==> src/rtl/controlador_porta.sv <==
// Automatic door motor controller: open/hold/close sequencing, obstruction reversal, sticky fault.
// Optional CONTADOR_CICLOS_EN adds a saturating 16-bit completed-cycle counter on port ciclos.
module controlador_porta #(
  parameter int unsigned HOLD_CYCLES  = 50,
  parameter int unsigned MOVE_TIMEOUT = 200,
  parameter int unsigned CNT_W        = 8
) (
  input  logic        clk,
  input  logic        rst_n,
  input  logic        abrir,
  input  logic        fim_aberta,
  input  logic        fim_fechada,
  input  logic        obstaculo,
  output logic        motor_abre,
  output logic        motor_fecha,
  output logic        porta_aberta,
`ifdef CONTADOR_CICLOS_EN
  output logic [15:0] ciclos,
`endif
  output logic        falha
);

  typedef enum logic [2:0] {
    FECHADA  = 3'd0,
    ABRINDO  = 3'd1,
    ABERTA   = 3'd2,
    FECHANDO = 3'd3,
    FALHA    = 3'd4
  } state_t;

  localparam logic [CNT_W-1:0] HOLD_LAST = CNT_W'(HOLD_CYCLES - 1);
  localparam logic [CNT_W-1:0] MOVE_LAST = CNT_W'(MOVE_TIMEOUT - 1);

  state_t           state_q, state_d;
  logic [CNT_W-1:0] cnt_q, cnt_d, cnt_inc;
  logic             motor_abre_d, motor_fecha_d, porta_aberta_d, falha_d;

  // State, counter and registered Moore outputs
  always_ff @(posedge clk or negedge rst_n) begin
    if (!rst_n) begin
      state_q      <= FECHADA;
      cnt_q        <= '0;
      motor_abre   <= 1'b0;
      motor_fecha  <= 1'b0;
      porta_aberta <= 1'b0;
      falha        <= 1'b0;
    end else begin
      state_q      <= state_d;
      cnt_q        <= cnt_d;
      motor_abre   <= motor_abre_d;
      motor_fecha  <= motor_fecha_d;
      porta_aberta <= porta_aberta_d;
      falha        <= falha_d;
    end
  end

  // Saturating increment: the counter is only compared, never allowed to wrap
  assign cnt_inc = (cnt_q == '1) ? cnt_q : cnt_q + CNT_W'(1);

  // Next state and counter
  always_comb begin
    state_d = state_q;
    cnt_d   = cnt_inc;
    unique case (state_q)
      FECHADA: begin
        cnt_d = '0;
        if (abrir) state_d = ABRINDO;
      end
      ABRINDO: begin
        if (fim_aberta)              state_d = ABERTA;
        else if (cnt_q == MOVE_LAST) state_d = FALHA;
      end
      ABERTA: begin
        if (abrir)                   cnt_d   = '0;
        else if (cnt_q == HOLD_LAST) state_d = FECHANDO;
      end
      FECHANDO: begin
        if (abrir || obstaculo)      state_d = ABRINDO;
        else if (fim_fechada)        state_d = FECHADA;
        else if (cnt_q == MOVE_LAST) state_d = FALHA;
      end
      FALHA: cnt_d = '0;
      default: state_d = FALHA;
    endcase
    // Both limit switches active at once means the sensors cannot be trusted
    if (fim_aberta && fim_fechada) state_d = FALHA;
    if (state_d != state_q) cnt_d = '0;
  end

  // Moore output decode from current state
  always_comb begin
    motor_abre_d   = 1'b0;
    motor_fecha_d  = 1'b0;
    porta_aberta_d = 1'b0;
    falha_d        = 1'b0;
    unique case (state_q)
      ABRINDO:  motor_abre_d   = 1'b1;
      ABERTA:   porta_aberta_d = 1'b1;
      FECHANDO: motor_fecha_d  = 1'b1;
      FALHA:    falha_d        = 1'b1;
      default:  ;
    endcase
  end

`ifdef CONTADOR_CICLOS_EN
  // Completed open/close cycles, counted on FECHANDO -> FECHADA
  always_ff @(posedge clk or negedge rst_n) begin
    if (!rst_n) begin
      ciclos <= 16'd0;
    end else if (state_q == FECHANDO && state_d == FECHADA && ciclos != 16'hFFFF) begin
      ciclos <= ciclos + 16'd1;
    end
  end
`endif

endmodule

==> config.mk <==
export PLATFORM = sky130hd
export DESIGN_NAME = controlador_porta
export DESIGN_NICKNAME = d
export VERILOG_FILES = /design/src/rtl/controlador_porta.sv
export SDC_FILE = /design/constraint.sdc
export NUM_CORES = 1
export LEC_CHECK = 0
export CAP_MARGIN = 20
export CORE_MARGIN = 3
export CORE_UTILIZATION = 50
export CTS_CLUSTER_SIZE = 16
export DETAILED_ROUTE_END_ITERATION = 10
export PLACE_DENSITY = 0.82
export SLEW_MARGIN = 20
export SYNTH_ARGS = -nofsm -noshare
export SYNTH_HDL_FRONTEND = slang
export SYNTH_SLANG_ARGS = --single-unit
==> constraint.sdc <==
create_clock -name clk -period 3.14 [get_ports clk]
set_input_delay 0.471 -clock clk [delete_from_list [all_inputs] [get_ports clk]]
set_output_delay 0.471 -clock clk [all_outputs]
set_load 0.005 [all_outputs]
# Word level (Yosys, flattened, before mapping)
# Cells that the tools add are included.
word_totals:
  out_inout_bits: 4
  register_bits: 15
  elab_cells: 36
  in_bits: 6
op_classes:
  reduce_logical: 4
  n_mux: 17
  n_eq_ne: 8
  add_sub_neg: 1
ops:
  columns: ["op", "count"]
  rows:
  - ["2-to-1 mux 3 bit", 8]
  - ["2-to-1 mux 8 bit", 3]
  - ["== test 8 bit (second input constant)", 2]
  - ["case mux 8 bit (2 select lines)", 1]
  - ["case mux 3 bit (5 select lines)", 1]
  - ["adder 8 x 1 -> 8 bit (second input constant)", 1]
  - ["== test 8 x 6 -> 1 bit (second input constant)", 1]
  - ["== test 3 x 2 -> 1 bit (second input constant)", 2]
  - ["2-to-1 mux 1 bit", 4]
  - ["== test 3 x 1 -> 1 bit (second input constant)", 1]
  - ["== test 3 bit (second input constant)", 1]
  - ["zero test 3 bit", 1]
  - ["!= test 3 bit", 1]
  - ["OR reduction 2 bit", 1]
  - ["logical AND 1 bit", 1]
  - ["logical OR 1 bit", 1]

# Depth between registers and ports, before layout
# Gate-level depths: netlist of run 1.
depth:
  ltp_word: 8
  mapped_depth: 7
  depth_no_buf: 7

# Worst setup path after synthesis of run 1
# Ideal clock, no wire load.
synth_path:
  kind: "register to register"
  startpoint: "register cnt_q[0]"
  endpoint: "register cnt_q[6]"
  path_slack_ns: 1.372
  path_stages_with_launch: 7
  t_arrival_ns: 1.622
  cell_sequence: "dfrtp_1 ha_1 nand4_1 nor2_1 o21a_2 o311ai_4 nor4_2"
synth_between:
  elab_chain_cells: 8
  elab_cells_between_ends: 17
  cone_classes: "add/sub: 1; eq/ne: 4; mux: 12"
synth_lines:
  columns: ["element", "line", "source"]
  rows:
  - ["from (decl)", "35", "logic [CNT_W-1:0] cnt_q, cnt_d, cnt_inc;"]
  - ["from (signal assigned)", "49", "cnt_q <= cnt_d;"]
  - ["== test 8 bit", "71, 80", null]
  - ["2-to-1 mux 3 bit", "71, 80", null]
  - ["2-to-1 mux 3 bit", "79", "else if (fim_fechada) state_d = FECHADA;"]
  - ["2-to-1 mux 3 bit", "78", "if (abrir || obstaculo) state_d = ABRINDO;"]
  - ["case mux 3 bit (5 select lines)", "64", "unique case (state_q)"]
  - ["2-to-1 mux 3 bit", "86", "if (fim_aberta && fim_fechada) state_d = FALHA;"]
  - ["!= test 3 bit", "87", "if (state_d != state_q) cnt_d = '0;"]
  - ["2-to-1 mux 8 bit (*)", "87", null]
  - ["net cnt_d[6]", "35", null]
# Mark *: on every way through the listed nets, which the timed path passes. The rest lies on a longest branch.

# Worst setup path after layout of run 1
layout_path:
  startpoint: "input fim_fechada"
  endpoint: "register cnt_q[4]"
layout_between:
  elab_chain_cells: 6
  elab_cells_between_ends: 7
  cone_classes: "eq/ne: 1; mux: 5; reduce/logical: 1"
layout_lines:
  columns: ["element", "line", "source"]
  rows:
  - ["from (decl)", "12", "input logic fim_fechada,"]
  - ["2-to-1 mux 3 bit", "79", null]
  - ["2-to-1 mux 3 bit", "78", null]
  - ["case mux 3 bit (5 select lines)", "64", null]
  - ["2-to-1 mux 3 bit (*)", "86", null]
  - ["!= test 3 bit (*)", "87", null]
  - ["2-to-1 mux 8 bit (*)", "87", null]
  - ["net cnt_d[4]", "35", null]
# Marked as above.

==> results of run 1 <==
==> routing by layer <==
metal  wire length (microns)  vias to the layer above  GRT usage
li1                        -                      373          -
met1                     850                      409      0.219
met2                    1050                       47      0.324
met3                     126                        5     0.0332
met4                      24                        0     0.0553
met5                       0                        -          0
==> metrics by stage <==
stage	cells	setup WS [ns]	total power [uW]	util
floorplan	96	1.37	200	-
global placement	126	0.897	213	0.592
detailed placement	126	0.841	213	0.592
CTS	130	1.12	320	0.607
global route	130	0.966	328	0.607
finish	130	1.09	323	0.607
==> registers in the layout (all words and copies together), names as in the netlist <==
name / count
falha: 1
motor_fecha: 1
porta_aberta: 1
state_q: 3
motor_abre: 1
cnt_q: 8
==> synth_stat cells, drive strengths merged <==
library cell  instances
and3                  2
o311ai                1
nor2                  7
a22oi                 1
nand2b                2
a211oi                2
nor4b                 3
clkbuf                1
o211ai                3
nand4                 3
nor4                  1
and3b                 2
xor2                  2
o32a                  1
o21ai                 6
o21a                  2
nor3                  8
nand2                 9
a21oi                 4
a221o                 1
mux2i                 2
or2                   1
nand3                 5
dfrtp                15
nor2b                 1
ha                    2
o31ai                 1
inv                   3
xnor2                 1
buf                   3
or3                   1
==> how the worst min path moves through the flow <==
stage / slack [ns] / endpoint
CTS: 0.61 / porta_aberta
detailed placement: 0.60 / porta_aberta
global route: 0.64 / motor_abre
global placement: 0.59 / falha
finish: 0.58 / cnt_q[3]
floorplan: 0.18 / cnt_q[0]
==> power by group through the flow <==
stage / logic, uW / clock network [uW] / registers (uW)
5_1_grt: 17.7 / 118 / 193
4_1_cts: 16.4 / 111 / 193
3_5_place_dp: 16.2 / 0 / 197
6_report: 16.4 / 114 / 193
3_3_place_gp: 15.8 / 0 / 197
2_1_floorplan: 3.60 / 0 / 197
==> worst register-to-register path, delay by kind of cell (launching register included) <==
kind	cells	cell delay, ns
AOI/OAI and AO/OA	3	0.80
and+or+nand+nor	2	0.45
DFF	1	0.42
adders and majority gates	1	0.13
buffers and inverters	1	0.07
==> cell families (layout without fill, tap and decap cells) <==
family | after synthesis | count (layout) | share of synthesized area
AOI/OAI and AO/OA | 22 | 22 | 0.198
xor gates and xnor gates | 3 | 3 | 0.0277
adders and majority gates | 2 | 2 | 0.0264
buffers and inverters | 7 | 16 | 0.0383
DFF | 15 | 15 | 0.396
muxes | 2 | 2 | 0.0211
and+or+nand+nor | 45 | 45 | 0.293
==> final cells by class <==
class                      instances  area, sq um  area share
timing repair buffer               9         90.1      0.0841
inverter                           3         11.3      0.0105
sequential                        15          375       0.350
multi-input combinational         74          537       0.501
clock buffer                       4         26.3      0.0245
tap                               25         31.3      0.0292
==> impl_metrics.csv, run 1 <==
group,metric,value,unit
job,maxCapViolCount,0,
logic_synthesis,synth_cell_types,34,
critical_path,path_depth,5,
die,die_y,49.6,microns
cts,post_cts_buffers,0,
critical_path,slowest_delay,0.51,ns
timing,hold_viol_final,0,
critical_path,required,3.34,ns
critical_path,critical_path.top_delay_family,"compound AO/OA/AOI/OAI gates",
finish,drive_gt1_frac,0.181,
die,die_area,2460,sq um
grt,grtUsageTotal,0.182,
power_and_ir_drop,pwr-share-comb,0.051,
critical_path,path_buf_inv,1,
placement,port_buffers,9,
grt,grt_pass1_wl,3510,microns
critical_path,arrival,2.25,ns
finish,layout_commonest_cell,"dfrtp_1",
cts,ctsHoldBuffers,0,
power_and_ir_drop,seq_power_share,0.597,
timing,tns,0,ns
logic_synthesis,yosysTopAreaCellShare,0.396,
grt,antenna_found_initial,0,
critical_path,r2r_end,"cnt_q[4]",
finish,postLayoutCellArea,1070,sq um
power_and_ir_drop,p_clk_frac,0.353,
finish,n_antenna_cell,0,
detailed_routing,drc,0,
placement,hpwl,1380,microns
timing,whs,0.581,ns
die,initial_core_util,0.538,
power_and_ir_drop,powerDensity,302,nW/um^2
logic_synthesis,postSynthAreaPerCell,9.88,sq um
timing,rsz0062_at_grt,"false",
finish,syn_to_final_growth,12.9,%
detailed_routing,dr.pass1.iters,5,
power_and_ir_drop,switchingPower,74.4,uW
critical_path,worst_setup_path_end_kind,"flip-flop",
die,core_area,1760,sq um
placement,place_area,1040,sq um
critical_path,reg2reg_from,"cnt_q[1]",
critical_path,crit_slowest_cell,"a221o_2",
cts,cts.sinks,15,
critical_path,worstSetupPathType,"in2reg",
timing,tightest_slew,0.662,ns
power_and_ir_drop,p_leak,0.000399,uW
cts,clk_pin_slew,0.09,ns
timing,period_minus_slack,2.05,ns
logic_synthesis,yosysSeqAreaShare,0.396,
cts,tritoncts,"built",
critical_path,r2r_cells,7,
grt,grt_max_degree,17,
die,pin_count,10,
detailed_routing,totalWireLength,2050,microns
worst_hold_path,hold_class,"in2async",
detailed_routing,ant_nets,0,
logic_synthesis,synth_area_leaders,"dfrtp_1, nor3_2, nand2_1",
timing,relSlewSlack,0.557,
logic_synthesis,synth_area_leader_cell,"dfrtp_1",
cts,clock_latency,0.29,ns
timing,drv_slew,0,
die,die_w,49.6,microns
timing,fin_crit_sh,0.653,
detailed_routing,avgViaCountPerCell,6.42,
run_status,status,"finished clean",
power_and_ir_drop,p_int,249,uW
timing,fmax,488,MHz
logic_synthesis,synthesis.area,948,sq um
critical_path,crit_path_start,"fim_fechada",
grt,grt-ovfl-total,0,
die,core.rowCount,15,
cts,h-tree-depth,1,
logic_synthesis,yosys_warnings,0,
critical_path,regToRegSetupSlack,1.12,ns
power_and_ir_drop,vdd_drop_max,0.198,mV
critical_path,startpoint_type,"primary input",
placement,gp_congestion,0.962,
cts,clockBufferDepth,2,
critical_path,cp_max_fo,8,
logic_synthesis,syn-instance-count,96,
detailed_routing,via_count,834,
timing,setup_viol,0,
finish,layout_common_cells,"dfrtp_1, nand2_1, clkdlybuf4s50_1",
cts,cts_buffers,3,
detailed_routing,drtIter0Drc,31,
timing,fin_skew,0.00216,ns
finish,final_nets,114,
critical_path,cp_cell_sequence,"clkdlybuf4s50_1, nor3_1, o211ai_1, a221o_2, a211oi_2",
cts,ctsResizeCount,0,
finish,num-fill-cells,163,
logic_synthesis,syn_nets,104,
detailed_routing,wl_per_cell,15.7,microns
critical_path,worstSetupEndpoint,"cnt_q[4]",
grt,grt_pass1_vias,798,
logic_synthesis,synth_seq_cells,15,
cts,root_buffer,"clkbuf_4",
power_and_ir_drop,swShare,0.230,
(Power assumes the default switching activity.)
==> inputs of run 2 (changes only) <==
- CORE_UTILIZATION: 50 -> 49
- PLACE_DENSITY: 0.82 -> 0.83
- clock period: 3.14 -> 1.87 ns (I/O delays scaled with it)
==> run 2 against run 1 <==
The flow now finishes with violations (negative setup slack). Sequential share of layout area down 6.2 points. Largest cell class unchanged. Via count is 8.6% higher. First-iteration DRC count decreased by 32%. Clock power up 64%. Sequential power up 68%. Global-route usage increased by 2.7 points. Critical path type is now reg2reg. Wire length is 17% higher. Hold slack got worse by 0.28 ns. Core utilization grew 13 points. Die area grew 1.8%. Final cell count up 19%. Non-clock buffer count is 25 higher.
==> impl_metrics.csv, run 2 (synthesis gave the netlist of run 1 again) <==
group,metric,value,unit
detailed_routing,wl_per_cell,15.4,microns
grt,grt_pass1_vias,862,
die,core_area,1780,sq um
finish,top_regs,"cnt_q x8, state_q x3",
detailed_routing,avgViaCountPerCell,5.85,
cts,ctsHoldBuffers,0,
critical_path,cp_max_fo,10,
power_and_ir_drop,switchingPower,121,uW
die,core.rowCount,15,
grt,antenna_found_initial,0,
timing,fin_skew,0.00207,ns
critical_path,worstSetupEndpoint,"cnt_q[6]",
die,pin_count,10,
grt,grtUsageTotal,0.209,
die,die_area,2500,sq um
critical_path,worst_setup_path_end_kind,"flip-flop",
placement,post-place-ws,-0.150,ns
cts,clk_pin_slew,0.09,ns
finish,syn_to_final_growth,37.7,%
cts,tritoncts,"built",
timing,setup_viol,4,
grt,grt_pass1_wl,3950,microns
timing,fmax,524,MHz
cts,cts.sinks,15,
finish,multi_input_area,563,sq um
critical_path,slowest_delay,0.43,ns
cts,root_buffer,"clkbuf_4",
power_and_ir_drop,powerDensity,417,nW/um^2
finish,n_antenna_cell,0,
run_status,violations,"negative setup slack",
critical_path,worstSetupPathType,"reg2reg",
critical_path,required,2.07,ns
finish,layout_commonest_cell,"buf_4",
critical_path,arrival,2.11,ns
cts,h-tree-depth,1,
critical_path,regToRegSetupSlack,-0.04,ns
die,die_y,50.0,microns
timing,fin_crit_sh,1.02,
die,initial_core_util,0.532,
critical_path,crit_slowest_cell,"dfrtp_2",
timing,hold_viol_final,0,
cts,clockBufferDepth,2,
cts,clock_latency,0.29,ns
placement,hpwl,1530,microns
critical_path,crit_path_start,"state_q[0]",
timing,period_minus_slack,1.91,ns
critical_path,startpoint_type,"flip-flop",
finish,final_util,0.733,
critical_path,reg2reg_from,"state_q[0]",
detailed_routing,via_count,906,
finish,largest_register,"cnt_q",
power_and_ir_drop,vdd_drop_max,0.500,mV
detailed_routing,ant_nets,0,
detailed_routing,totalWireLength,2390,microns
detailed_routing,dr.pass1.iters,4,
critical_path,r2r_end,"cnt_q[6]",
placement,dp.cells,141,
placement,gp_congestion,0.897,
finish,num-fill-cells,134,
worst_hold_path,hold_class,"in2async",
job,maxCapViolCount,0,
power_and_ir_drop,p_int,424,uW
run_status,status,"complete, but fails checks",
timing,rsz0062_at_grt,"true",
grt,grt-ovfl-total,0,
cts,cts_buffers,3,
critical_path,cp_cell_sequence,"buf_4, o21ai_0, nand2_1, a21oi_1, o311ai_4, buf_12, nor4_2",
timing,tightest_slew,0.336,ns
timing,timing.final.ws_setup,-0.0398,ns
power_and_ir_drop,seq_power_share,0.595,
finish,final_nets,139,
finish,layout_common_cells,"buf_4, dfrtp_1, nand2_1, clkdlybuf4s50_1, nor2_1",
timing,relSlewSlack,0.773,
power_and_ir_drop,p_clk_frac,0.343,
power_and_ir_drop,pwr-share-comb,0.062,
timing,drv_slew,0,
placement,port_buffers,9,
power_and_ir_drop,swShare,0.222,
finish,register_area,377,sq um
finish,final_cells,155,
die,die_w,50.0,microns
grt,grt_max_degree,16,
detailed_routing,drtIter0Drc,21,
detailed_routing,drc,0,
critical_path,r2r_cells,7,
power_and_ir_drop,p_leak,0.000530,uW
finish,largest_reg_flops,8,
finish,drive_gt1_frac,0.362,
[run 2: through the flow]
stage / area, sq um / setup TNS [ns] / hold WS [ns] / total power (uW)
global placement: 1170 / -0.722 / 0.489 / 363
detailed placement: 1170 / -1.04 / 0.513 / 364
CTS: 1260 / -0.00732 / 0.302 / 551
finish: 1310 / -0.0616 / 0.302 / 545
floorplan: 948 / 0 / -0.0151 / 337
global route: 1310 / -1.13 / 0.300 / 569
[run 2: area by class of cell]
| type | count | area share |
|---|---|---|
| clock buffer | 4 | 0.0201 |
| timing repair buffer | 34 | 0.228 |
| inverter | 3 | 0.00862 |
| tap | 25 | 0.0239 |
| multi-input combinational | 74 | 0.431 |
| sequential | 15 | 0.288 |
[run 2: power groups by stage]
stage / Combinational [uW] / Sequential [uW] / Clock [uW]
6_report: 33.5 / 324 / 187
2_1_floorplan: 6.04 / 331 / 0
5_1_grt: 37.3 / 324 / 207
4_1_cts: 33.9 / 324 / 193
3_5_place_dp: 33.8 / 330 / 0
3_3_place_gp: 32.9 / 330 / 0
[run 2: metal layers]
metal	vias to the layer above	GRT usage	share of wire
li1	423	-	-
met1	448	0.246	0.43
met2	29	0.374	0.51
met3	6	0.0574	0.046
met4	0	0.0415	0.018
met5	-	0	0
[run 2: repair_timing]
item	CTS	global route
buffers inserted	5	5
resized for setup	5	2
setup endpoints to repair	8	8
pin swaps	5	6
hold endpoints to repair	0	0
[run 2: worst max-delay path, delay by kind of cell, from the launching register on]
kind	cells	cell delay, ns
AO/OA/AOI/OAI	3	0.64
buffers and inverters	2	0.35
flip-flops	1	0.43
AND/OR/NAND/NOR	2	0.38
[run 2: how the worst min path moves through the flow]
stage,to,cells after the start
floorplan,cnt_q[0],0
global placement,porta_aberta,1
detailed placement,porta_aberta,1
CTS,cnt_q[4],2
global route,cnt_q[4],2
finish,cnt_q[4],2
==> inputs of run 3 (changes only) <==
- GPL_ROUTABILITY_DRIVEN: not set -> 1
==> results of run 3 <==
No change in the layout: final DEF, timing and power equal those of run 2.
